File: src/rtl/bit_serial_n_if.sv
// bit_serial_n_if -- instruction/operand/status bundle for bit_serial_n.
// Parameter W : data width, must match the attached bit_serial_n.
// Signals:
//   i_data_instruction [2:0]  opcode addressed by the external PC
//   i_data_switch      [W-1:0] operand word
//   i_start                    start request
//   o_con_pcincr               PC-advance pulse
//   o_data_display     [W-1:0] display word
//   o_carry                    carry flag
//   o_busy                     high while not idle
// Modports: master (sequencer/PC side), slave (the core).
interface bit_serial_n_if #(
  parameter int unsigned W = 8
);
  logic [2:0]   i_data_instruction;
  logic [W-1:0] i_data_switch;
  logic         i_start;
  logic         o_con_pcincr;
  logic [W-1:0] o_data_display;
  logic         o_carry;
  logic         o_busy;

  modport master (
    output i_data_instruction, i_data_switch, i_start,
    input  o_con_pcincr, o_data_display, o_carry, o_busy
  );

  modport slave (
    input  i_data_instruction, i_data_switch, i_start,
    output o_con_pcincr, o_data_display, o_carry, o_busy
  );
endinterface

File: src/rtl/bit_serial_n.sv
// bit_serial_n -- bit-serial accumulator machine driven by an external PC.
// Instructions are decoded one per DECODE cycle; LOAD/DISP/NOP finish in
// that cycle, ADD/SUB/AND/OR walk the accumulator LSB first over W SHIFT
// cycles. o_con_pcincr tells the external PC to step at the next edge.
// Parameter W : data/accumulator width, 2..32.
// Ports:
//   i_clk  clock, rising edge
//   i_rst  synchronous active-high reset
//   bus    bit_serial_n_if.slave (opcode, operand, start, pcincr,
//          display, carry, busy)
// Build option: define BIT_SERIAL_ADC_EN to turn opcode 111 into ADC
// (serial add seeded with o_carry); otherwise 111 is a NOP.
module bit_serial_n #(
  parameter int unsigned W = 8
) (
  input logic          i_clk,
  input logic          i_rst,
  bit_serial_n_if.slave bus
);

`ifdef BIT_SERIAL_ADC_EN
  localparam bit ADC_EN = 1'b1;
`else
  localparam bit ADC_EN = 1'b0;
`endif

  localparam int unsigned CW = $clog2(W);
  localparam logic [CW-1:0] LAST = CW'(W - 1);

  typedef enum logic [1:0] {IDLE, DECODE, SHIFT} state_e;

  typedef enum logic [2:0] {
    OP_HALT = 3'b000,
    OP_LOAD = 3'b001,
    OP_ADD  = 3'b010,
    OP_SUB  = 3'b011,
    OP_DISP = 3'b100,
    OP_AND  = 3'b101,
    OP_OR   = 3'b110,
    OP_EXT  = 3'b111
  } op_e;

  state_e        state;
  op_e           opcode;
  op_e           sop;       // serial op latched in DECODE
  logic [W-1:0]  acc;
  logic [W-1:0]  b;
  logic [CW-1:0] cnt;
  logic          c;         // running serial carry
  logic [W-1:0]  display;
  logic          carry;
  logic          busy_r;
  logic          pcincr;

  logic sum, cout, r, arith;

  assign opcode = op_e'(bus.i_data_instruction);

  always_comb begin
    sum   = acc[0] ^ b[0] ^ c;
    cout  = (acc[0] & b[0]) | (acc[0] & c) | (b[0] & c);
    arith = (sop == OP_ADD) || (sop == OP_SUB) || (sop == OP_EXT);
    case (sop)
      OP_AND:  r = acc[0] & b[0];
      OP_OR:   r = acc[0] | b[0];
      default: r = sum;
    endcase
  end

  // The PC must step at the same edge that consumes the instruction, so
  // the pulse is decoded from the live opcode rather than registered.
  always_comb begin
    pcincr = 1'b0;
    if (!i_rst) begin
      case (state)
        DECODE: pcincr = (opcode == OP_LOAD) || (opcode == OP_DISP) ||
                         ((opcode == OP_EXT) && !ADC_EN);
        SHIFT:  pcincr = (cnt == LAST);
        default: pcincr = 1'b0;
      endcase
    end
  end

  always_ff @(posedge i_clk) begin
    if (i_rst) begin
      state   <= IDLE;
      sop     <= OP_HALT;
      acc     <= '0;
      b       <= '0;
      cnt     <= '0;
      c       <= 1'b0;
      display <= '0;
      carry   <= 1'b0;
      busy_r  <= 1'b0;
    end else begin
      case (state)
        IDLE: begin
          if (bus.i_start) begin
            state  <= DECODE;
            busy_r <= 1'b1;
          end
        end
        DECODE: begin
          case (opcode)
            OP_HALT: begin
              state  <= IDLE;
              busy_r <= 1'b0;
            end
            OP_LOAD: acc     <= bus.i_data_switch;
            OP_DISP: display <= acc;
            OP_ADD, OP_SUB, OP_AND, OP_OR: begin
              // SUB is acc + ~operand + 1: invert B and seed carry with 1.
              b     <= (opcode == OP_SUB) ? ~bus.i_data_switch : bus.i_data_switch;
              c     <= (opcode == OP_SUB);
              cnt   <= '0;
              sop   <= opcode;
              state <= SHIFT;
            end
            OP_EXT: begin
              if (ADC_EN) begin
                b     <= bus.i_data_switch;
                c     <= carry;
                cnt   <= '0;
                sop   <= OP_EXT;
                state <= SHIFT;
              end
            end
          endcase
        end
        SHIFT: begin
          acc <= {r, acc[W-1:1]};
          b   <= b >> 1;
          cnt <= cnt + CW'(1);
          if (arith) c <= cout;
          if (cnt == LAST) begin
            state <= DECODE;
            if (arith) carry <= cout;
          end
        end
        default: begin
          state  <= IDLE;
          busy_r <= 1'b0;
        end
      endcase
    end
  end

  assign bus.o_con_pcincr   = pcincr;
  assign bus.o_data_display = display;
  assign bus.o_carry        = carry;
  assign bus.o_busy         = busy_r & ~i_rst;

endmodule

File: src/flat_wrapper.sv
// flat-port wrapper written by rule: the top's interface ports become plain ports
module bit_serial_n_flat 
#(
  parameter int unsigned W = 8
)
  (i_clk, i_rst, bus_i_data_instruction, bus_i_data_switch, bus_i_start, bus_o_con_pcincr, bus_o_data_display, bus_o_carry, bus_o_busy);
  bit_serial_n_if #(.W(W)) bus_i ();
  input logic i_clk;
  input logic i_rst;
  input wire logic [$bits(bus_i.i_data_instruction)-1:0] bus_i_data_instruction;
  input wire logic [$bits(bus_i.i_data_switch)-1:0] bus_i_data_switch;
  input wire logic [$bits(bus_i.i_start)-1:0] bus_i_start;
  output wire logic [$bits(bus_i.o_con_pcincr)-1:0] bus_o_con_pcincr;
  output wire logic [$bits(bus_i.o_data_display)-1:0] bus_o_data_display;
  output wire logic [$bits(bus_i.o_carry)-1:0] bus_o_carry;
  output wire logic [$bits(bus_i.o_busy)-1:0] bus_o_busy;
  assign bus_i.i_data_instruction = bus_i_data_instruction;
  assign bus_i.i_data_switch = bus_i_data_switch;
  assign bus_i.i_start = bus_i_start;
  assign bus_o_con_pcincr = bus_i.o_con_pcincr;
  assign bus_o_data_display = bus_i.o_data_display;
  assign bus_o_carry = bus_i.o_carry;
  assign bus_o_busy = bus_i.o_busy;
  bit_serial_n #(.W(W)) u_core (.i_clk(i_clk), .i_rst(i_rst), .bus(bus_i));
endmodule
File: config.mk
export PLATFORM = sky130hd
export DESIGN_NAME = bit_serial_n_flat
export DESIGN_NICKNAME = d
export VERILOG_FILES = /design/src/rtl/bit_serial_n_if.sv /design/src/rtl/bit_serial_n.sv /design/src/flat_wrapper.sv
export SDC_FILE = /design/constraint.sdc
export NUM_CORES = 1
export LEC_CHECK = 0
export ABC_AREA = 1
export CAP_MARGIN = 10
export CORE_ASPECT_RATIO = 1.2
export CORE_MARGIN = 1.5
export CORE_UTILIZATION = 55
export CTS_CLUSTER_DIAMETER = 150
export CTS_CLUSTER_SIZE = 16
export DETAILED_ROUTE_END_ITERATION = 6
export PLACE_DENSITY_LB_ADDON = 0.1
export RECOVER_POWER = 50
export SLEW_MARGIN = 20
export SYNTH_ARGS = -nofsm -noshare
export SYNTH_HDL_FRONTEND = slang
export SYNTH_SLANG_ARGS = --single-unit
File: constraint.sdc
create_clock -name i_clk -period 1.71 [get_ports i_clk]
set_input_delay 0.2565 -clock i_clk [delete_from_list [all_inputs] [get_ports i_clk]]
set_output_delay 0.2565 -clock i_clk [all_outputs]
set_load 0.02 [all_outputs]
==> summary.md <==
| Metric | Value |
|---|---|
| Max-Cap Viols | `0` |
| Worst Path Max Fanout | `2` |
| Die width | `57.8 um` |
| Fin crit period | `1.68 ns` |
| CORE AREA | `3400 um2` |
| Final ANT Viol Nets | `0` |
| Setup crit end kind | `primary output` |
| I/O Pins | `25` |
| VDD IR max | `about 0.83 mV` |
| Clock tree buffer depth | `2` |
| Register area share after synthesis | `a little over a third` |
| Startpoint types | `register` |
| Postcts setup bufs | `0` |
| Initial Util | `58.3%` |
| Max-slew headroom | `79.1%` |
| Post-synth EDFFs | `0` |
| Vias in the first global route | `1717` |
| H-tree levels | `2` |
| Initial antenna violation count | `0` |
| Die area | `between 3000 and 4000 um2` |
| Setup ws final | `0.0347 ns` |
| Post-Syn Nets | `325` |
| Largest net degree at the start of global routing | `33` |
| Vias per Instance | `a little over 5` |
| Cell variety after synth | `24` |
| Failing checks | `design-rule violations` |
| GR Util All Layers | `24.0%` |
| Status | `complete, but fails checks` |
| Global-route wire length before repair | `7290 um` |
| Rows | `23` |
| Area Overhead vs Synth | `27.4%` |
| Critical path required time | `around 1.5 ns` |
| Pre-CTS setup slack | `-0.342 ns` |
| Post-synthesis xor/xnor area fraction | `0%` |
| Buffers on Ports | `24` |
| Largest family of logic cells by synthesized area | `simple AND/OR/NAND/NOR gates` |
| Synthesized instance count | `302` |
| Setup_tns | `0 ns` |
| Clk_skew | `0.00833 ns` |
| CTS Sinks | `35` |
| Post-Syn Area | `1980 um2` |
| Pleak | `1.30 nW` |
| Drt wl/cell | `roughly 12 um` |
| Clk slew on worst S/H paths | `around 0.070 ns` |
| FFs w/ async S/R, synth | `0%` |
| Warning count from the yosys run | `0` |
| Simple-gate share of the synthesized area | `33.0%` |
| Hold Fails Final Rpt | `0` |
| FF+latch count, synth | `35` |
| Setup-failing EPs final | `0` |
| CTS tree | `done` |
| Period Utilization, post-route | `between 90% and 100%` |
| Post-Synth Adder-Cell Area | `6.06%` |
| Post-route DRC | `3` |
| Placed wire-length estimate | `3260 um` |
| Iter 0 DRT Violations | `98` |
| Placed Instances | `380` |
| Final Cell Area | `2520 um2` |
| Worst Hold Class | `reg -> reg` |
| Area after DPL | `~2400 um2` |
| Antenna diodes | `0` |
| Total Power | `3.56 mW` |
| Setup Crit Path Kind | `reg -> out` |
| Nets | `roughly 370` |
| Mux cell area share after synthesis | `0.505%` |
| RSZ-0062 raised after global routing | `yes` |
| Layout cells sized above 1 | `between 10 and 15%` |
| PwrDens | `about 1400 nW/um2` |
| Fraction of the mapped netlist area in compound gates | `12.5%` |
| Via Count | `1986` |
| Gr ovfl total | `0` |
| Slew Viols, Final | `0` |
| Peak Freq | `0.597 GHz` |
| Die Ht | `68.7 um` |
| Final Non-Filler Cells | `388` |
| Synth Area per Inst | `roughly 6.6 um2` |
| 1st-pass router iterations | `6` |
| Slew @ Worst Pin | `approximately 0.31 ns` |
| Number of CTS-inserted buffers | `5` |
| Main synth FF type | `dfxtp_1` |
| Clk Latency, worst-skew pair | `0.29 ns` |
| Final wirelength | `approximately 4500 um` |
| WP data arrival | `approximately 1.4 ns` |
| Root Driver | `clkbuf_8` |
| Routability Congestion | `approximately 0.83` |
[worst paths after layout]
check	startpoint	endpoint	slack (ns)	cells after the start
max	u_core.state[1]$_SDFFE_PP0P_	bus_o_con_pcincr	0.03	6
min	u_core.bus.o_carry$_SDFFE_PP0P_	u_core.bus.o_carry$_SDFFE_PP0P_	0.44	2
max reg2reg	u_core.state[1]$_SDFFE_PP0P_	u_core.cnt[2]$_SDFFE_PP0P_	0.11	7
min reg2reg	u_core.bus.o_carry$_SDFFE_PP0P_	u_core.bus.o_carry$_SDFFE_PP0P_	0.44	2
[kinds of logic after synthesis]
| group | Yosys count |
|---|---|
| AOI/OAI and AO/OA | 48 |
| adders and majority gates | 9 |
| muxes | 1 |
| and+or+nand+nor | 152 |
| DFF | 35 |
| buffers and inverters | 57 |
[critical path: stages (launching register included)]
cell and delay [ns]:
dfxtp_1 0.34, inv_1 0.07, buf_4 0.13, ha_1 0.27, nand2_1 0.07, a21oi_2 0.10
buf_4 0.15
[area by class of cell]
class	count	area [um2]
clock buffer	6	72.6
inverter	45	169
sequential	35	702
multi-input combinational	210	1040
clock inverter	2	12.5
fill	292	872
timing repair buffer	53	479
tap	37	46.3
[registers in the layout, summed over array words and instances, names as in the netlist]
register / count
u_core.acc: 8
u_core.b: 8
u_core.bus.o_data_display: 8
u_core.cnt: 3
u_core.sop: 3
u_core.state: 2
u_core.bus.o_carry: 1
u_core.busy_r: 1
u_core.c: 1
[layout by cell type, fill, tap and decap left out, drive strengths merged]
master          n
clkbuf          6
dlygate4sd2     1
ha              8
a21boi          2
nor2           35
dfxtp          35
clkinvlp        1
buf            30
inv            45
fa              1
or2             1
nand2          80
o21ai          26
a21oi          19
clkdlybuf4s50  14
dlygate4sd3     8
clkinv          1
a22oi           1
mux2i           1
nand4           4
nand3          32
[through the flow]
| step | utilization, % | hold slack, ns |
|---|---|---|
| after floorplan | - | 0.326 |
| after global placement | 71.6 | 0.433 |
| after detailed placement | 71.6 | 0.439 |
| after CTS | 73.9 | 0.450 |
| after global routing | 74.3 | 0.471 |
| final | 74.3 | 0.441 |
[cells in the mapped netlist (2+ instances only)]
cell type	instances	area (um2)
dfxtp_1	35	701
ha_1	8	100
inv_2	3	11.3
buf_4	2	15.0
buf_6	3	33.8
nand2_1	75	282
nand2_2	3	18.8
a21oi_1	19	95.1
o21ai_0	26	130
clkbuf_1	2	7.51
inv_1	42	158
nand3_1	31	155
buf_2	4	20.0
nor2_1	34	128
a21boi_0	2	15.0
nand4_1	4	25.0
nand2_4	2	22.5
[what timing repair did]
action	4_1_cts	5_1_grt
endpoints found under the setup margin	2	18
gates resized for setup	5	6
pin swaps	0	0
hold buffers	0	0
[layer usage]
metal,wire length (um),GRT usage (%),vias up
met2,2300,41.2,42
met4,110,11.9,0
met3,178,5.22,10
li1,-,-,1046
met1,1910,28.3,888
met5,0,0,-
[where the power goes]
group | total (mW) | switching (mW) | internal (mW)
Sequential | 1.25 | 0.159 | 1.09
Combinational | 1.72 | 0.995 | 0.730
Clock | 0.590 | 0.305 | 0.284
Total | 3.56 | 1.46 | 2.10
Note: power is estimated with default switching activity, not from simulation.
==> edit 1 (same settings) <==
Change the localparam `ADC_EN` from 1'b0 to 1'b1.
--- a/src/rtl/bit_serial_n.sv
+++ b/src/rtl/bit_serial_n.sv
@@ -23,3 +23,3 @@
 `else
-  localparam bit ADC_EN = 1'b0;
+  localparam bit ADC_EN = 1'b1;
 `endif
Function: changed (Yosys sat finds a counterexample within 4 cycles, from zero or initial values and one cycle with i_rst high).
==> edit 1 against the original RTL <==
The flow finishes with violations (setup timing); sequential power down 6%; sequential share of layout area up 1.1 points; worst hold slack better by 24 ps; sequential cell count unchanged; clock power up 7.1%; area after synthesis down 6.5%; worst setup slack worse by 37 ps; design area down 3.6%; power up 1.6%; global-route usage up 1.6 points; routed wire length down 0.44%; die area down 6.2%; synthesized cell count down 14%; via count down 7.6%; critical endpoint unchanged; largest power group unchanged; highest routed layer unchanged.
==> edit 1: results (changes against the original RTL) <==
** Hold path
- Hold Path Origin :: u_core.busy_r$_SDFFE_PP0P_ (was u_core.bus.o_carry$_SDFFE_PP0P_)

** Synthesis
- The net count after synthesis came to 282 (was 325).
- Top post-synthesis cells by area: dfxtp_1 38%, nand2_1 11%, a21oi_1 7.8% (was dfxtp_1 35%, nand2_1 14%, inv_1 8.0%).

** Layout
- Proportion of layout cells with a drive suffix above 1 :: 0.1916 (was 0.1481)
- The utilization of the core after routing is 0.7755 (was 0.7432).
- Filler-free cell count of the finished design :: 344 (was 388)

** CTS
- Clock tree root buffer cell :: clkbuf_4 (was clkbuf_8)
- CTS clock-pin slew for the worst setup and hold paths :: 100 ps (was 70 ps)

** Global routing
- Via count of the first global-routing pass :: 1797 (was 1717)
- The maximum number of pins on one net before global-route repair was 30 (was 33).
- First-pass GRT wire length :: 7389 microns (was 7293 microns)

** Setup path
- The endpoint arrival time on the critical path was 1460 ps (was 1420 ps).
- The top cell family by delay on the critical path was flip-flops (was buffers and inverters).
- The path depth of the worst reg2reg path came to 11 (was 7).
- FF-to-FF End :: u_core.c$_SDFFE_PP0P_ (was u_core.cnt[2]$_SDFFE_PP0P_)
- The slack of the worst reg-to-reg path is 130 ps (was 110 ps).

** Routing
- The via density per instance was 5.337 (was 5.119).
- The detailed-route wire length per cell was 13.03 microns (was 11.61 microns).
- The detailed-routing wirelength on met1 was 1874 microns (was 1914 microns).
- Router iterations before antenna repair :: 4 (was 6)

** Status
- Result of the run: finished, violations left (unchanged).
- Failing checks :: setup timing (was DRC)

** Timing
- The post-route setup TNS was -1.830 ps (was 0 ps).
- The number of setup violations in the final report was 1 (was 0).
- The worst hold slack across all endpoints came to 464.6 ps (was 440.9 ps).
- The setup slack of the critical path after layout came to -1.830 ps (was 34.69 ps).
## edit 1: cells by family (layout without fill, tap and decap cells)
family                   count (synthesis)  in the layout  synth area share
AO/OA/AOI/OAI                           67             67            0.1960
adder cells (fa/ha/maj)                  9              9           0.06487
buffers and inverters                   41             90           0.09594
flip-flops                              35             35            0.3784
AND/OR/NAND/NOR                        107            107            0.2649
## edit 1: timing repair
item / in CTS / in global routing
pin swaps: 2 / 2
resized for setup: 12 / 13
setup buffers: 1 / 2
endpoints found under the setup margin: 2 / 15
cloned: 0 / 0
hold buffers: 0 / 0
## edit 1: cell type report
cell class              instances  share of cell area
clock buffers                   6             0.02108
clock inverters                 2             0.01440
inverters                      33             0.05707
multi-input cells             183              0.4175
flip-flops and latches         35              0.2889
well taps                      36             0.01851
repair buffers                 49              0.1825
## edit 1: layer usage
metal,up-vias,GRT usage
li1,945,-
met1,833,0.2683
met2,44,0.4779
met3,14,0.03689
met4,0,0.1577
met5,-,0
## edit 1: worst register-to-register path: stages, from the launching register on
cell     delay, ps
dfxtp_2        350
buf_4          140
inv_1           70
ha_1           170
buf_4          140
buf_6          160
nand3_1         90
o21ai_1         90
nand2_1         80
nand2_1         70
nand2_1         50
nor2_1         100
## edit 1: power by group through the flow
stage / clock network [W] / logic, W / registers (W)
finish: 0.000632 / 0.00181 / 0.00117
global route: 0.000669 / 0.00204 / 0.00120
CTS: 0.000639 / 0.00168 / 0.00117
detailed placement: 0 / 0.00164 / 0.00118
global placement: 0 / 0.00161 / 0.00117
floorplan: 0 / 0.00108 / 0.00117
==> edit 2 (same flow settings) <==
Without the edit above. Reset style: asynchronous (`i_rst`), changed in one clocked block. Comments in the files are not updated.
--- a/src/rtl/bit_serial_n.sv
+++ b/src/rtl/bit_serial_n.sv
@@ -83,3 +83,3 @@
 
-  always_ff @(posedge i_clk) begin
+  always_ff @(posedge i_clk or posedge i_rst) begin
     if (i_rst) begin
Check against the original RTL: differs if i_rst is asserted again (counterexample within 4 cycles, from zero or initial values and one cycle with i_rst high); with i_rst held inactive, the same outputs for 10 cycles.
==> edit 2 against the original RTL <==
Area after synthesis down 0.63%; routed wire length decreased by 6.8%; clock power grew 25%; sequential share of layout area grew 7.3 points; worst hold slack gained 42 ps; power increased by 6.4%; sequential cell count unchanged; design area is 1.1% lower; fmax increased by 2.9%; via count fell by 12%; die area is 0.60% lower; combinational power decreased by 4%; worst setup slack better by 46 ps; highest routed layer unchanged.
==> edit 2: results (changes against the original RTL) <==
** Placement
- The HPWL after detailed placement came to 3037 microns (was 3256 microns).
- Cell area after placement :: 2370 sq um (was 2430 sq um)
- The final weighted congestion in routability-driven placement is 0.8965 (was 0.8304).
- The cell count after placement was 334 (was 380).

** Routing
- Starting DRT DRC Count :: 87 (was 98)
- Sum of routed wire length over all layers :: 4198 microns (was 4504 microns)
- Via count normalized by instance count :: 5.114 (was 5.119)

** Synthesis
- The fraction of synthesis flops using an asynchronous set or reset pin came to 1.000 (was 0).
- Compound-cell area share of the yosys netlist :: 0.09917 (was 0.1251)
- Number of distinct library cells after synthesis :: 19 (was 24)
- Cell types with the highest counts after synthesis: 83 x nand2_1, 35 x dfrtp_1, 34 x o21ai_0 (was 75 x nand2_1, 42 x inv_1, 35 x dfxtp_1).
- The fraction of the mapped netlist area in adder cells is 0.06103 (was 0.06064).
- Main flop type after synthesis :: dfrtp_1 (was dfxtp_1)
- Syn Inst Count :: 261 (was 302)
- The portion of the post-synthesis area used by sequential elements came to 0.4450 (was 0.3538).
- The portion of netlist area occupied by mux cells is 0 (was 0.005054).

** Timing
- Largest clock skew in the final design :: 7.262 ps (was 8.333 ps)

** Setup path
- The biggest fanout along the worst timing path is 5 (was 2).
- The first element of the critical path is bus_i_data_instruction[0] (was u_core.state[1]$_SDFFE_PP0P_).
- Reg2reg start :: u_core.state[0]$_DFFE_PP0P_ (was u_core.state[1]$_SDFFE_PP0P_)
- Arrival time at the worst endpoint :: 1370 ps (was 1420 ps)

** Floorplanning
- The die area is 3948 sq um (was 3972 sq um).

** Pwr
- Worst supply voltage drop on vdd :: 970.3 uV (was 832.8 uV)
- Lkg Pwr :: 1.289 nW (was 1.301 nW)

** Global routing
- Via count of the first global-routing pass :: 1643 (was 1717)
- Routing usage on met2 :: 0.3949 (was 0.4119)
- The maximum number of pins on one net before global-route repair came to 36 (was 33).

** Layout
- Proportion of layout cells with a drive suffix above 1 :: 0.1344 (was 0.1481)

** Hold path
- Hold Path Origin :: u_core.bus.o_data_display[1]$_DFFE_PP0P_ (was u_core.bus.o_carry$_SDFFE_PP0P_)

** Status
- Result of the run :: complete, no violations (was finished, violations left)
-- edit 2: changes by cell type after synthesis, sizes merged, moves of 14 or more --
| cell | delta |
|---|---|
| dfrtp | +35 |
| inv | -19 |
| a21oi | -14 |
| dfxtp | -35 |
-- edit 2: layout make-up --
| type | count | area (sq um) |
|---|---|---|
| Clock buffer | 5 | 68.82 |
| Sequential cell | 35 | 875.8 |
| Inverter | 26 | 103.9 |
| Tap cell | 37 | 46.29 |
| Fill cell | 271 | 870.8 |
| Multi-Input combinational cell | 192 | 938.4 |
| Clock inverter | 3 | 43.79 |
| Timing Repair Buffer | 44 | 419.2 |
-- edit 2: power breakdown --
| part | internal (W) | switching [W] | leakage [nW] | total, W |
|---|---|---|---|---|
| logic | 0.000699 | 0.000947 | 0.789 | 0.00165 |
| registers | 0.00119 | 0.000214 | 0.443 | 0.00140 |
| clock network | 0.000434 | 0.000305 | 0.0581 | 0.000739 |
-- edit 2: metrics by stage --
stage / power (W) / setup TNS, ps / hold slack, ps / util / worst slack [ps]
floorplan: 0.002466 / 0 / 207.7 / - / 38.77
global placement: 0.002971 / -426.3 / 464.6 / 0.7038 / -330.1
detailed placement: 0.003035 / -1034 / 471.8 / 0.7038 / -362.8
CTS: 0.003786 / 0 / 490.5 / 0.7373 / 32.88
global route: 0.004107 / 0 / 516.3 / 0.7414 / 7.597
finish: 0.003789 / 0 / 482.5 / 0.7414 / 81.18
-- edit 2: kinds of logic (layout without fill, tap and decap cells) --
kind of cell	after synthesis	in the layout
flip-flops	35	35
adder cells (fa/ha/maj)	9	9
buffers and inverters	34	78
AO/OA/AOI/OAI	39	39
AND/OR/NAND/NOR	144	144
-- edit 2: critical path: stages --
cell and delay (ps):
clkdlybuf4s50_1 480, inv_1 110, nand2_2 60, nand3_2 70, nand3_1 90, a21oi_1 150, buf_4 160
-- edit 2: what timing repair did --
action / in CTS / in global routing
gates resized for setup: 7 / 8
setup buffers: 0 / 0
endpoints found under the setup margin: 10 / 17
pin swaps: 0 / 0
-- edit 2: metal layers --
metal | wire length (microns) | share of wire
met3 | 130 | 0.031
met4 | 43 | 0.010
met5 | 0 | 0
met1 | 1979 | 0.47
met2 | 2044 | 0.49
-- edit 2: path summary, 6_finish.rpt --
| check | to | slack, ps | cells past startpoint |
|---|---|---|---|
| setup / recovery | bus_o_con_pcincr | 80 | 7 |
| hold / removal | u_core.bus.o_data_display[1]$_DFFE_PP0P_ | 480 | 2 |
| setup reg to reg | u_core.b[2]$_DFFE_PP0P_ | 130 | 11 |
| hold reg to reg | u_core.bus.o_data_display[1]$_DFFE_PP0P_ | 480 | 2 |
| max in group asynchronous | u_core.cnt[2]$_DFFE_PP0P_ | 360 | 3 |
| min in group asynchronous | u_core.sop[0]$_DFFE_PP0P_ | 800 | 3 |
